--- src/rtl/csr_host_initiator.sv ---
// CSR bus initiator: turns host valid/ready commands into single CSR accesses and returns responses.
// Optional statistics counters are enabled with `define CSR_HOST_INITIATOR_STATS_EN.

package csr_pkg;
    localparam int S_ADDR_WIDTH = 16;
    typedef logic [31:0] csr_data_t;
    typedef logic [31:0] csr_addr_t;
endpackage

module csr_host_initiator #(
    parameter int TIMEOUT_CYCLES = 256,
    parameter int ADDR_W         = csr_pkg::S_ADDR_WIDTH
) (
    input  logic                    clk,
    input  logic                    rst_n,
    input  logic                    cmd_valid,
    output logic                    cmd_ready,
    input  logic                    cmd_write,
    input  csr_pkg::csr_addr_t      cmd_addr,
    input  csr_pkg::csr_data_t      cmd_wdata,
    output logic                    csr_req,
    output logic                    csr_we,
    output logic [ADDR_W-1:0]       csr_addr,
    output csr_pkg::csr_data_t      csr_wdata,
    input  logic                    csr_ack,
    input  csr_pkg::csr_data_t      csr_rdata,
    output logic                    rsp_valid,
    input  logic                    rsp_ready,
    output csr_pkg::csr_data_t      rsp_rdata,
    output logic                    rsp_err
`ifdef CSR_HOST_INITIATOR_STATS_EN
    ,
    output logic [31:0]             stat_txn_cnt,
    output logic [31:0]             stat_timeout_cnt,
    output logic [31:0]             stat_addr_err_cnt
`endif
);

    localparam int CNT_W = (TIMEOUT_CYCLES > 1) ? $clog2(TIMEOUT_CYCLES) : 1;
    localparam logic [CNT_W-1:0] CNT_LAST = CNT_W'(TIMEOUT_CYCLES - 1);

    localparam logic [1:0] IDLE  = 2'd0;
    localparam logic [1:0] ISSUE = 2'd1;
    localparam logic [1:0] WAIT  = 2'd2;
    localparam logic [1:0] RESP  = 2'd3;

    logic [1:0]       state;
    logic [CNT_W-1:0] cnt;
    logic             addr_legal;

    // Word aligned and no bits set above the bus address range.
    assign addr_legal = (cmd_addr[1:0] == 2'b00) && ((cmd_addr >> (ADDR_W + 2)) == '0);

`ifdef CSR_HOST_INITIATOR_STATS_EN
    logic rsp_is_timeout;
    logic rsp_is_addr_err;
`endif

    // NOTE: sequential state uses non-blocking assignments so every register samples pre-edge values.
    always_ff @(posedge clk or negedge rst_n) begin
        if (!rst_n) begin
            state     <= IDLE;
            cnt       <= '0;
            cmd_ready <= 1'b0;
            csr_req   <= 1'b0;
            csr_we    <= 1'b0;
            csr_addr  <= '0;
            csr_wdata <= '0;
            rsp_valid <= 1'b0;
            rsp_rdata <= '0;
            rsp_err   <= 1'b0;
`ifdef CSR_HOST_INITIATOR_STATS_EN
            rsp_is_timeout    <= 1'b0;
            rsp_is_addr_err   <= 1'b0;
            stat_txn_cnt      <= '0;
            stat_timeout_cnt  <= '0;
            stat_addr_err_cnt <= '0;
`endif
        end else begin
            case (state)
                IDLE: begin
                    if (cmd_valid && cmd_ready) begin
                        cmd_ready <= 1'b0;
                        cnt       <= '0;
                        if (addr_legal) begin
                            state     <= ISSUE;
                            csr_req   <= 1'b1;
                            csr_we    <= cmd_write;
                            csr_addr  <= cmd_addr[ADDR_W+1:2];
                            csr_wdata <= cmd_wdata;
                        end else begin
                            state     <= RESP;
                            rsp_valid <= 1'b1;
                            rsp_err   <= 1'b1;
                            rsp_rdata <= '0;
`ifdef CSR_HOST_INITIATOR_STATS_EN
                            rsp_is_timeout  <= 1'b0;
                            rsp_is_addr_err <= 1'b1;
`endif
                        end
                    end else begin
                        cmd_ready <= 1'b1;
                    end
                end
                // The issue cycle counts toward the timeout, so csr_req spans exactly TIMEOUT_CYCLES.
                ISSUE: begin
                    state <= WAIT;
                    cnt   <= cnt + 1'b1;
                end
                WAIT: begin
                    if (csr_ack) begin
                        state     <= RESP;
                        csr_req   <= 1'b0;
                        rsp_valid <= 1'b1;
                        rsp_err   <= 1'b0;
                        rsp_rdata <= csr_we ? '0 : csr_rdata;
`ifdef CSR_HOST_INITIATOR_STATS_EN
                        rsp_is_timeout  <= 1'b0;
                        rsp_is_addr_err <= 1'b0;
`endif
                    end else if (cnt == CNT_LAST) begin
                        state     <= RESP;
                        csr_req   <= 1'b0;
                        rsp_valid <= 1'b1;
                        rsp_err   <= 1'b1;
                        rsp_rdata <= '0;
`ifdef CSR_HOST_INITIATOR_STATS_EN
                        rsp_is_timeout  <= 1'b1;
                        rsp_is_addr_err <= 1'b0;
`endif
                    end else begin
                        cnt <= cnt + 1'b1;
                    end
                end
                RESP: begin
                    if (rsp_ready) begin
                        state     <= IDLE;
                        rsp_valid <= 1'b0;
                        rsp_err   <= 1'b0;
                        rsp_rdata <= '0;
                        cmd_ready <= 1'b1;
`ifdef CSR_HOST_INITIATOR_STATS_EN
                        if (stat_txn_cnt != '1) stat_txn_cnt <= stat_txn_cnt + 1'b1;
                        if (rsp_is_timeout && stat_timeout_cnt != '1)
                            stat_timeout_cnt <= stat_timeout_cnt + 1'b1;
                        if (rsp_is_addr_err && stat_addr_err_cnt != '1)
                            stat_addr_err_cnt <= stat_addr_err_cnt + 1'b1;
`endif
                    end
                end
                default: state <= IDLE;
            endcase
        end
    end

endmodule

--- config.mk ---
export PLATFORM = sky130hd
export DESIGN_NAME = csr_host_initiator
export DESIGN_NICKNAME = d
export VERILOG_FILES = /design/src/rtl/csr_host_initiator.sv
export SDC_FILE = /design/constraint.sdc
export NUM_CORES = 1
export LEC_CHECK = 0
export CAP_MARGIN = 20
export CORE_MARGIN = 2
export CORE_UTILIZATION = 42
export DETAILED_ROUTE_END_ITERATION = 10
export HOLD_SLACK_MARGIN = 0.12
export PLACE_DENSITY = 0.89
export SLEW_MARGIN = 20
export SYNTH_ARGS = -nofsm -noshare
export SYNTH_HDL_FRONTEND = slang
export SYNTH_SLANG_ARGS = --single-unit
--- constraint.sdc ---
create_clock -name clk -period 2.6 [get_ports clk]
set_input_delay 0.26 -clock clk [delete_from_list [all_inputs] [get_ports clk]]
set_output_delay 0.26 -clock clk [all_outputs]
set_load 0.1 [all_outputs]
# ---- Yosys cells after proc, flatten, opt, wreduce, memory -nomap -nowiden
# Cells that the tools add are included.
dict set report totals {
  ff_bits 95
  in_bits 102
  out_inout_bits 85
  elab_cells 70
}
dict set report op_classes {
  addsub 1
  n_eq_ne 11
  n_mux 33
  n_reduce_logical 15
}
# operator n
set ops {}
lappend ops {{$mux 32} 6}
lappend ops {{$pmux 32 s3} 1}
lappend ops {{$logic_not 32->1} 1}
lappend ops {{$mux 8} 3}
lappend ops {{$pmux 8 s3} 1}
lappend ops {{$mux 1} 12}
lappend ops {{$ne 2x2->1 const B} 6}
lappend ops {{$mux 2} 5}
lappend ops {{$add 8x1->8 const B} 1}
lappend ops {{$eq 8x8->1 const B} 1}
lappend ops {{$pmux 2 s4} 1}
lappend ops {{$reduce_and 4->1} 2}
lappend ops {{$pmux 1 s3} 2}
lappend ops {{$reduce_and 3->1} 2}
lappend ops {{$reduce_bool 3->1} 2}
lappend ops {{$reduce_and 5->1} 1}
lappend ops {{$eq 2x2->1 const B} 2}
lappend ops {{$logic_not 2->1} 2}
lappend ops {{$pmux 1 s2} 2}
lappend ops {{$reduce_bool 2->1} 2}
lappend ops {{$ne 3x3->1 const B} 1}
lappend ops {{$eq 2x1->1 const B} 1}
lappend ops {{$logic_and 1x1->1} 2}
lappend ops {{$reduce_and 2->1} 1}

# ---- Logic depth before layout (Yosys ltp)
# Gate-level depths: netlist of the first run.
dict set report logic_depth {
  ltp_word 5
  depth_mapped 8
  depth_no_buf 7
}

# ---- Worst setup path after synthesis of the first run
# No wires, ideal clock.
dict set report synth_timing {
  path_type {register to register}
  from {register cmd_ready}
  to {register rsp_err}
  setup_ns 0.128
  arrival_ns 2.243
  path_slack_ns 0.229
  path_stages_with_launch 6
  period_less_slack_ns 2.371
  cell_sequence {dfrtp_1 a21boi_0 a221o_1 nor3_2 buf_6 mux2_1}
}
dict set report synth_via {
  elab_chain_len 3
}
# item line
set synth_rtl {}
lappend synth_rtl {{start: declaration} 17} ;# output logic cmd_ready,
lappend synth_rtl {{start signal: assignment} 64} ;# cmd_ready <= 1'b0;
lappend synth_rtl {{start signal: assignment} 83} ;# cmd_ready <= 1'b0;
lappend synth_rtl {{start signal: assignment} 102} ;# cmd_ready <= 1'b1;
lappend synth_rtl {{$logic_and 1x1->1} 82} ;# if (cmd_valid && cmd_ready) begin
lappend synth_rtl {{$ne 2x2->1 (no source line)} --}
lappend synth_rtl {{$reduce_and 5->1 (no source line)} --}
lappend synth_rtl {{end signal: assignment} 71} ;# rsp_err <= 1'b0;
lappend synth_rtl {{end signal: assignment} 94} ;# rsp_err <= 1'b1;
lappend synth_rtl {{end signal: assignment} 115} ;# rsp_err <= 1'b0;
lappend synth_rtl {{end: declaration} 30} ;# output logic rsp_err
# No other way between the ends.
# A chain may end at the register's enable or synchronous reset.

# ---- Worst setup path in the final report of the first run
dict set report layout_timing {
  from {register cnt[0]}
  to {register rsp_rdata[15]}
}
dict set report layout_via {
  elab_chain_len 3
}
# item line
set layout_rtl {}
lappend layout_rtl {{start: declaration} 48} ;# logic [CNT_W-1:0] cnt;
lappend layout_rtl {{start signal: assignment} 108} ;# cnt <= cnt + 1'b1;
lappend layout_rtl {{start signal: assignment} 132} ;# cnt <= cnt + 1'b1;
lappend layout_rtl {{$eq 8x8->1} 121} ;# end else if (cnt == CNT_LAST) begin
lappend layout_rtl {{$ne 3x3->1 (no source line)} --}
lappend layout_rtl {{$reduce_and 5->1 (no source line)} --}
lappend layout_rtl {{end signal: assignment} 116} ;# rsp_rdata <= csr_we ? '0 : csr_rdata;
lappend layout_rtl {{end: declaration} 29} ;# output csr_pkg::csr_data_t rsp_rdata,
# No other way between the ends.

==> results of run 1 <==
per-stage QoR:
stage               instances  instance area [µm²]  setup WS, ns  hold slack [ns]
floorplan                 334                 4090         0.229          -0.0356
finish                    660                 6100         0.345            0.458
global placement          644                 5880         0.335            0.311
detailed placement        644                 5880         0.268            0.316
CTS                       660                 6100         0.337            0.438
global route              660                 6100         0.174            0.450
worst max-delay path: cells and delay by family (launching register included):
kind,cells,cell delay (ns)
adders and majority gates,1,0.23
muxes,1,0.23
DFF,1,0.39
AOI/OAI and AO/OA,2,0.52
and+or+nand+nor,2,0.51
buffers and inverters,1,0.28
kinds of logic after synthesis:
kind of cell,share of synthesized area
buf+inv,0.0640
flops,0.582
fa+ha+maj,0.0153
mux,0.221
simple gates,0.0793
compound gates,0.0386
metal layers:
layer,vias up,share of wire,global-route usage
met5,-,0,0
met4,0,0.012,0.0687
met3,9,0.084,0.0556
met2,136,0.49,0.321
met1,1481,0.41,0.234
li1,1488,-,-
Yosys cell counts:
master                     number  share of area
sky130_fd_sc_hd__a21boi_0       1         0.0018
sky130_fd_sc_hd__a21oi_1        1         0.0012
sky130_fd_sc_hd__a221o_1        1         0.0024
sky130_fd_sc_hd__a31oi_1        1         0.0015
sky130_fd_sc_hd__and2_1         2         0.0031
sky130_fd_sc_hd__and3_4         1         0.0028
sky130_fd_sc_hd__and4_1         1         0.0021
sky130_fd_sc_hd__buf_12         3          0.015
sky130_fd_sc_hd__buf_2          5         0.0061
sky130_fd_sc_hd__buf_6          1         0.0028
sky130_fd_sc_hd__clkbuf_1       5         0.0046
sky130_fd_sc_hd__dfrtp_1       95           0.58
sky130_fd_sc_hd__ha_1           5          0.015
sky130_fd_sc_hd__inv_1         39          0.036
sky130_fd_sc_hd__mux2_1        12          0.033
sky130_fd_sc_hd__mux2_2        38           0.10
sky130_fd_sc_hd__mux2i_1       34          0.083
sky130_fd_sc_hd__nand2_1       42          0.039
sky130_fd_sc_hd__nand2b_1       1         0.0015
sky130_fd_sc_hd__nand3_1        4         0.0049
sky130_fd_sc_hd__nand4_1        1         0.0015
sky130_fd_sc_hd__nor2_1         9         0.0083
sky130_fd_sc_hd__nor3_1         1         0.0012
sky130_fd_sc_hd__nor3_2         1         0.0024
sky130_fd_sc_hd__nor3b_1        1         0.0018
sky130_fd_sc_hd__nor4_1         4         0.0061
sky130_fd_sc_hd__o21a_1         1         0.0018
sky130_fd_sc_hd__o21ai_0       15          0.018
sky130_fd_sc_hd__o221ai_1       1         0.0021
sky130_fd_sc_hd__o31ai_1        5         0.0092
sky130_fd_sc_hd__or2_0          1         0.0015
sky130_fd_sc_hd__or2_1          1         0.0015
sky130_fd_sc_hd__or4_1          1         0.0018
flip-flops by register name, summed over array words and instances, names as in the netlist:
signal,flops
rsp_valid,1
csr_req,1
csr_wdata,32
csr_we,1
cmd_ready,1
state,2
csr_addr,16
rsp_err,1
cnt,8
rsp_rdata,32
final cells by class:
class / count / area share
clock buffers: 13 / 0.0277
clock inverters: 2 / 0.00636
inverters: 39 / 0.0240
multi-input cells: 186 / 0.241
flip-flops and latches: 95 / 0.390
well taps: 133 / 0.0273
repair buffers: 192 / 0.284
repair_timing:
| item | 4_1_cts | 5_1_grt |
|---|---|---|
| hold buffers | 1 | 0 |
| gates resized for setup | 0 | 0 |
| endpoints found under the setup margin | 0 | 0 |
| endpoints found under the hold margin | 46 | 0 |
final timing paths:
| path | endpoint | slack (ns) | cells past startpoint |
|---|---|---|---|
| min in group asynchronous | rsp_rdata[1] | 0.47 | 2 |
| hold reg to reg | csr_wdata[20] | 0.49 | 1 |
| setup reg to reg | rsp_rdata[15] | 0.34 | 7 |
| max in group asynchronous | rsp_rdata[31] | 1.44 | 3 |
| setup / recovery | rsp_rdata[15] | 0.34 | 7 |
| hold / removal | rsp_rdata[21] | 0.46 | 3 |
power groups by stage:
stage	registers [W]	clock network, W	logic, W
floorplan	0.00405	0	0.00126
CTS	0.00202	0.00103	0.00411
global placement	0.00201	0	0.00403
finish	0.00201	0.000992	0.00408
global route	0.00206	0.00109	0.00429
detailed placement	0.00204	0	0.00410
==> impl_metrics.toml, run 1 <==
[status]
outcome = "completed"

[power_and_ir_drop]
powerDensity_mw_per_mm2 = 1160
max-vdd-ir-drop_mv = 1.03
share_clk_of_total_power = 0.140
reg_power_frac = 0.284
p_int_w = 0.00339
share_comb_of_total_power = 0.576
power_w = 0.00709
leakagePower_nw = 2.97
switching_power_w = 0.00370
netSwitchingFraction = 0.522

[cts]
number_of_buffers_created_by_cts = 9
clk_pin_slew_ns = 0.08
cts_tree = "built"
cts_root_buffer = "sky130_fd_sc_hd__clkbuf_8"
cts.htree.levels = 3
cts.path.max_buffers = 2
cts_sinks = 95
insertion_delay_ns = 0.35
cts.repair_timing.setup_buffer_count = 0

[route]
remaining_drc_errors = 0
drt_pre_antenna_iters = 4
detail_route.wl_per_cell_um = 15.1
ant_nets = 0
route.detailed.vias_per_inst = 4.72
via_count = 3114
initialDrtViolationCount = 106
drt-total-wl_um = 9940

[sta]
clock_skew_ns = 0.00632
max_slew.worst_pin.slew_ns = 0.625
setup_total_negative_slack_ns = 0
rsz_0062_raised_after_global_routing = "false"
post-route-period-util = 0.867
finalMaxSlewViolations = 0
max_freq_ghz = 0.443
setup_viol_count_final = 0
slew-limit-headroom = 0.583
final-hold-violation-count = 0
post-route-min-period_ns = 2.26

[setup_path]
critPathRequiredTime_ns = 2.87
crit_slowest_cell = "sky130_fd_sc_hd__a221o_1"
slowest_stage_delay_on_critical_path_ns = 0.41
critical_path.max_fanout = 33
timing.critical_path.arrival_ns = 2.52
list_of_cells_traversed_by_the_critical_path = "ha_1 -> and3_4 -> a21oi_1 -> a221o_1 -> nor3_4 -> buf_12 -> mux2i_1"
startpoint_of_the_worst_slack_reg_to_reg_timing_path = "cnt[0]"
end_kind = "flip-flop"
cp-startpoint = "cnt[0]"
crit_type = "reg2reg"
crit_path_start_kind = "flip-flop"

[synth]
sequential_area_share_after_synthesis = 0.582
syn-num-nets = 441
post_synthesis_register_bit_count = 95
syn_avg_cell_area_um2 = 12.2
syn_inst = 334
yosys_warnings = 0
synth_cell_type_count = 33
syn-cell-area_mm2 = 0.00409

[final_layout]
area.sequential_mm2 = 0.00238
layout.core_utilization = 0.635
layout.cells.most_common = "sky130_fd_sc_hd__clkdlybuf4s50_1"
ant_diodes = 0
mostFrequentLayoutCells = "sky130_fd_sc_hd__clkdlybuf4s50_1, sky130_fd_sc_hd__dfrtp_1, sky130_fd_sc_hd__buf_4"
final_nets = 630
syn2layout_area_growth_pct = 49.2
num-fill-cells = 762
multi_input_comb_area_mm2 = 0.00147
final_layout_size_suffix_gt1_frac = 0.279

[floorplan]
fp-row-count = 36
initial_core_utilization = 0.426
die_width_um = 103
die_h_um = 103
die_area_mm2 = 0.0105
io_pins = 187
fp.coreArea_mm2 = 0.00959

[worst_hold_path]
holdCritPathClass = "in2reg"
worst_hold_startpoint = "csr_rdata[21]"

[grt]
first_pass_grt_wire_length_um = 15500
grt_max_degree = 51
grtUsageTotal = 0.191
grt_pass1_vias = 3219
globalRoute.totalOverflow = 0
antenna_found_initial = 0

[run]
cap_viol_max_count = 0

[place]
port_buffers = 186
dp_hpwl_um = 7490
place.gp.congestion = 0.788
Power figures use the tool's default switching activity.
==> inputs of run 2 (changes only) <==
Settings changed: MAX_ROUTING_LAYER set to met4.
==> run 2 against run 1 <==
Against the previous run:
- worst setup slack improved by 0.00072 ns
- critical path depth did not move
- first-iteration DRC count rose by 31%
- sequential cell count did not move
- via count rose by 0.19%
- maximum frequency barely moved
- worst hold slack improved by 0.0023 ns
- largest cell class unchanged
- power barely moved
- cell area did not move
==> impl_metrics.toml, run 2 (same netlist as run 1, synthesis figures left out) <==
[grt]
first_pass_grt_wire_length_um = 15400
antenna_found_initial = 0
globalRoute.totalOverflow = 0
grtUsageTotal = 0.196
grt_max_degree = 51
grt_pass1_vias = 3234

[route]
drt_pre_antenna_iters = 4
ant_nets = 0
remaining_drc_errors = 0
via_count = 3120
initialDrtViolationCount = 139
detail_route.wl_per_cell_um = 15.1
route.detailed.vias_per_inst = 4.73
drt-total-wl_um = 9940

[sta]
fin_worst_hold_slack_ns = 0.460
post-route-min-period_ns = 2.25
setup_total_negative_slack_ns = 0
setup_viol_count_final = 0
clock_skew_ns = 0.00831
final-hold-violation-count = 0
max_freq_ghz = 0.444
rsz_0062_raised_after_global_routing = "false"
slew-limit-headroom = 0.591
postLayoutSetupSlackWorst_ns = 0.345
finalMaxSlewViolations = 0
post-route-period-util = 0.867
max_slew.worst_pin.slew_ns = 0.614

[final_layout]
layout.cells.most_common = "sky130_fd_sc_hd__clkdlybuf4s50_1"
syn2layout_area_growth_pct = 49.2
num-fill-cells = 762
area.sequential_mm2 = 0.00238
layout.core_utilization = 0.635
multi_input_comb_area_mm2 = 0.00147
final_layout_size_suffix_gt1_frac = 0.279
layout_top_registers = "csr_wdata x32, rsp_rdata x32, csr_addr x16"
ant_diodes = 0
final_nets = 630
mostFrequentLayoutCells = "sky130_fd_sc_hd__clkdlybuf4s50_1, sky130_fd_sc_hd__dfrtp_1, sky130_fd_sc_hd__buf_4"

[cts]
clk_pin_slew_ns = 0.09
cts.path.max_buffers = 2
cts.htree.levels = 3
cts_root_buffer = "sky130_fd_sc_hd__clkbuf_8"
number_of_buffers_created_by_cts = 9
cts_sinks = 95
cts_tree = "built"
cts.repair_timing.setup_buffer_count = 0
insertion_delay_ns = 0.35

[power_and_ir_drop]
share_clk_of_total_power = 0.141
max-vdd-ir-drop_mv = 1.03
share_comb_of_total_power = 0.575
p_int_w = 0.00339
leakagePower_nw = 2.97
power_w = 0.00709
reg_power_frac = 0.284
powerDensity_mw_per_mm2 = 1160
netSwitchingFraction = 0.522
switching_power_w = 0.00371

[setup_path]
slowest_stage_delay_on_critical_path_ns = 0.40
crit_slowest_cell = "sky130_fd_sc_hd__dfrtp_1"
cp.buffers_inverters = 2
critPathRequiredTime_ns = 2.86
list_of_cells_traversed_by_the_critical_path = "inv_1 -> ha_1 -> a21boi_0 -> a221o_1 -> nor3_4 -> buf_12 -> mux2i_1"
crit_path_start_kind = "flip-flop"
crit_type = "reg2reg"
end_kind = "flip-flop"
critical-path-top-delay-family = "compound AO/OA/AOI/OAI gates"
critical_path.max_fanout = 33
timing.critical_path.arrival_ns = 2.52

[place]
dp_hpwl_um = 7490
port_buffers = 186
place.gp.congestion = 0.799
pre_cts_slack_ns = 0.268

[floorplan]
die_width_um = 103
initial_core_utilization = 0.426
die_h_um = 103
io_pins = 187
fp-row-count = 36
fp.coreArea_mm2 = 0.00959
die_area_mm2 = 0.0105

[run]
cap_viol_max_count = 0

[worst_hold_path]
holdCritPathClass = "in2reg"

[status]
outcome = "completed"
==> run 2: cell counts in the layout (fill, tap and decap cells not counted) <==
No cell type changed its count.
==> run 2: worst paths after layout <==
kind | from | end | slack [ns] | cells past startpoint
worst max-delay path | state[0] | rsp_rdata[15] | 0.35 | 7
max in group asynchronous | rst_n | csr_wdata[8] | 1.45 | 3
worst min-delay path | csr_rdata[3] | rsp_rdata[3] | 0.46 | 3
worst max register to register | state[0] | rsp_rdata[15] | 0.35 | 7
worst min register to register | csr_wdata[20] | csr_wdata[20] | 0.49 | 1
min in group asynchronous | rst_n | rsp_rdata[1] | 0.47 | 2
==> run 2: per-layer routing <==
| metal | global-route usage | wire (µm) | up-vias |
|---|---|---|---|
| li1 | - | - | 1487 |
| met3 | 0.0414 | 710 | 8 |
| met4 | 0.0687 | 106 | 0 |
| met2 | 0.322 | 4980 | 133 |
| met5 | - | 0 | - |
| met1 | 0.242 | 4140 | 1492 |
==> run 2: tightest hold or removal path, stage by stage <==
cell                              delay [ns]
sky130_fd_sc_hd__clkdlybuf4s50_1        0.40
sky130_fd_sc_hd__nand2_1                0.06
sky130_fd_sc_hd__mux2i_1                0.06
==> run 2: per-stage QoR <==
step	cells	cell area, µm²
floorplan	334	4090
global placement	644	5880
detailed placement	644	5880
CTS	660	6100
global route	660	6100
finish	660	6100
==> run 2: power groups by stage <==
stage          sequential (W)  clock, W  combinational [W]
2_1_floorplan         0.00405         0            0.00126
3_3_place_gp          0.00201         0            0.00403
3_5_place_dp          0.00204         0            0.00410
4_1_cts               0.00202   0.00103            0.00411
5_1_grt               0.00206   0.00109            0.00429
6_report              0.00201  0.000999            0.00408
==> run 2: layout make-up <==
class	instances	share of cell area
flip-flops and latches	95	0.390
well taps	133	0.0273
inverters	39	0.0240
repair buffers	192	0.284
multi-input cells	186	0.241
clock inverters	2	0.00636
clock buffers	13	0.0277
==> run 2: timing repair <==
item,4_1_cts,5_1_grt
gates resized for setup,0,0
endpoints found under the hold margin,46,0
hold buffers,1,0
==> inputs of run 3 (changes only) <==
Settings changed: CORE_UTILIZATION 42 to 43, CTS_BUF_LIST set to sky130_fd_sc_hd__clkbuf_4 sky130_fd_sc_hd__clkbuf_8, PLACE_DENSITY 0.89 to 0.91, SLEW_MARGIN 20 to 30.
==> run 3 against run 2 <==
Against the previous run:
- sequential share of layout area fell by 0.72 points
- largest power group unchanged
- worst setup slack gained 0.17 ns
- critical endpoint is now rsp_rdata[27]
- combinational power grew 4%
==> impl_metrics.toml, run 3 (same netlist as run 1, synthesis figures left out) <==
[sta]
slew-limit-headroom = 0.692
max_slew.worst_pin.slew_ns = 0.462
final-hold-violation-count = 0
finalMaxSlewViolations = 0
postLayoutSetupSlackWorst_ns = 0.520
rsz_0062_raised_after_global_routing = "false"
max_freq_ghz = 0.481
fin_worst_hold_slack_ns = 0.404
clock_skew_ns = 0.0138
post-route-period-util = 0.800
setup_viol_count_final = 0
post-route-min-period_ns = 2.08

[final_layout]
mostFrequentLayoutCells = "sky130_fd_sc_hd__buf_4, sky130_fd_sc_hd__clkdlybuf4s50_1, sky130_fd_sc_hd__dfrtp_1"
ant_diodes = 0
design_area_mm2 = 0.00621
layout.cells.most_common = "sky130_fd_sc_hd__buf_4"
final_layout_size_suffix_gt1_frac = 0.301
multi_input_comb_area_mm2 = 0.00147
layout_top_registers = "csr_wdata x32, rsp_rdata x32, csr_addr x16"
final_nets = 644
syn2layout_area_growth_pct = 52.0
area.sequential_mm2 = 0.00238
num-fill-cells = 680

[grt]
grt_max_degree = 61
grtUsageTotal = 0.208
globalRoute.totalOverflow = 0
grt_pass1_vias = 3477
antenna_found_initial = 0
first_pass_grt_wire_length_um = 16200

[cts]
cts_sinks = 95
cts_tree = "built"
insertion_delay_ns = 0.35
cts_root_buffer = "sky130_fd_sc_hd__clkbuf_8"
number_of_buffers_created_by_cts = 9
post_cts_resize_count = 0
clk_pin_slew_ns = 0.10
cts.htree.levels = 3
cts.path.max_buffers = 2

[setup_path]
end_kind = "flip-flop"
crit_path_start_kind = "flip-flop"
crit_type = "reg2reg"
critical_path.max_fanout = 20
cp-startpoint = "cnt[1]"
critPathRequiredTime_ns = 2.87
ff2ff_setup_slack_ns = 0.52
timing.critical_path.arrival_ns = 2.35
startpoint_of_the_worst_slack_reg_to_reg_timing_path = "cnt[1]"

[floorplan]
initial_core_utilization = 0.442
die_area_mm2 = 0.0103
die_width_um = 101
io_pins = 187
fp.coreArea_mm2 = 0.00924
die_h_um = 101
fp-row-count = 35

[route]
drt-total-wl_um = 10100
remaining_drc_errors = 0
route.detailed.vias_per_inst = 4.75
ant_nets = 0
initialDrtViolationCount = 112
drt_pre_antenna_iters = 4
via_count = 3186
detail_route.wl_per_cell_um = 15.1

[power_and_ir_drop]
netSwitchingFraction = 0.526
p_int_w = 0.00345
reg_power_frac = 0.277
switching_power_w = 0.00383
powerDensity_mw_per_mm2 = 1170
share_clk_of_total_power = 0.141
power_w = 0.00728
share_comb_of_total_power = 0.583
leakagePower_nw = 3.05
max-vdd-ir-drop_mv = 0.976

[place]
post_place_cell_area_mm2 = 0.00596
port_buffers = 186
pre_cts_slack_ns = -0.0500
place.gp.congestion = 0.819
dp_hpwl_um = 7760

[run]
cap_viol_max_count = 0

[status]
outcome = "completed"

[worst_hold_path]
holdCritPathClass = "in2async"
## run 3: worst paths after layout
path / end / cells past startpoint
worst max-delay path: rsp_rdata[27] / 8
worst min-delay path: rsp_rdata[31] / 2
worst max register to register: rsp_rdata[27] / 8
worst min register to register: csr_addr[14] / 1
max in group asynchronous: csr_wdata[23] / 3
min in group clk: rsp_rdata[3] / 3
## run 3: timing repair
| item | in CTS | in global routing |
|---|---|---|
| hold endpoints to repair | 35 | 0 |
| hold buffers | 1 | 0 |
| buffers inserted | 2 | 0 |
| setup endpoints to repair | 20 | 0 |
## run 3: cell type report
type,instances,area share
repair buffers,206,0.298
clock buffers,9,0.0199
inverters,39,0.0236
clock inverters,7,0.0139
well taps,129,0.0260
flip-flops and latches,95,0.383
multi-input cells,186,0.236
## run 3: power by group through the flow
stage | registers (W) | logic [W] | clock network (W)
floorplan | 0.00405 | 0.00126 | 0
global placement | 0.00202 | 0.00409 | 0
detailed placement | 0.00204 | 0.00418 | 0
CTS | 0.00201 | 0.00426 | 0.00106
global route | 0.00205 | 0.00446 | 0.00112
finish | 0.00202 | 0.00424 | 0.00102
## run 3: critical path, stage by stage, from the launching register on
cell and delay, ns:
sky130_fd_sc_hd__dfrtp_1 0.37, sky130_fd_sc_hd__ha_1 0.21, sky130_fd_sc_hd__and3_4 0.20, sky130_fd_sc_hd__a21oi_1 0.10, sky130_fd_sc_hd__a221o_1 0.36, sky130_fd_sc_hd__nor3_4 0.17
sky130_fd_sc_hd__buf_4 0.18, sky130_fd_sc_hd__buf_12 0.19, sky130_fd_sc_hd__mux2i_1 0.22
## run 3: per-stage QoR
step                 util  setup TNS [ns]  instances
detailed placement  0.645          -0.372        652
floorplan               -               0        334
global placement    0.645               0        652
finish              0.672               0        671
global route        0.672               0        671
CTS                 0.672               0        671
## run 3: routing by layer
metal,track usage,vias to the layer above,part of all wire
met5,-,-,0
li1,-,1517,-
met3,0.0428,10,0.058
met2,0.352,134,0.51
met1,0.253,1525,0.41
met4,0.0603,0,0.013
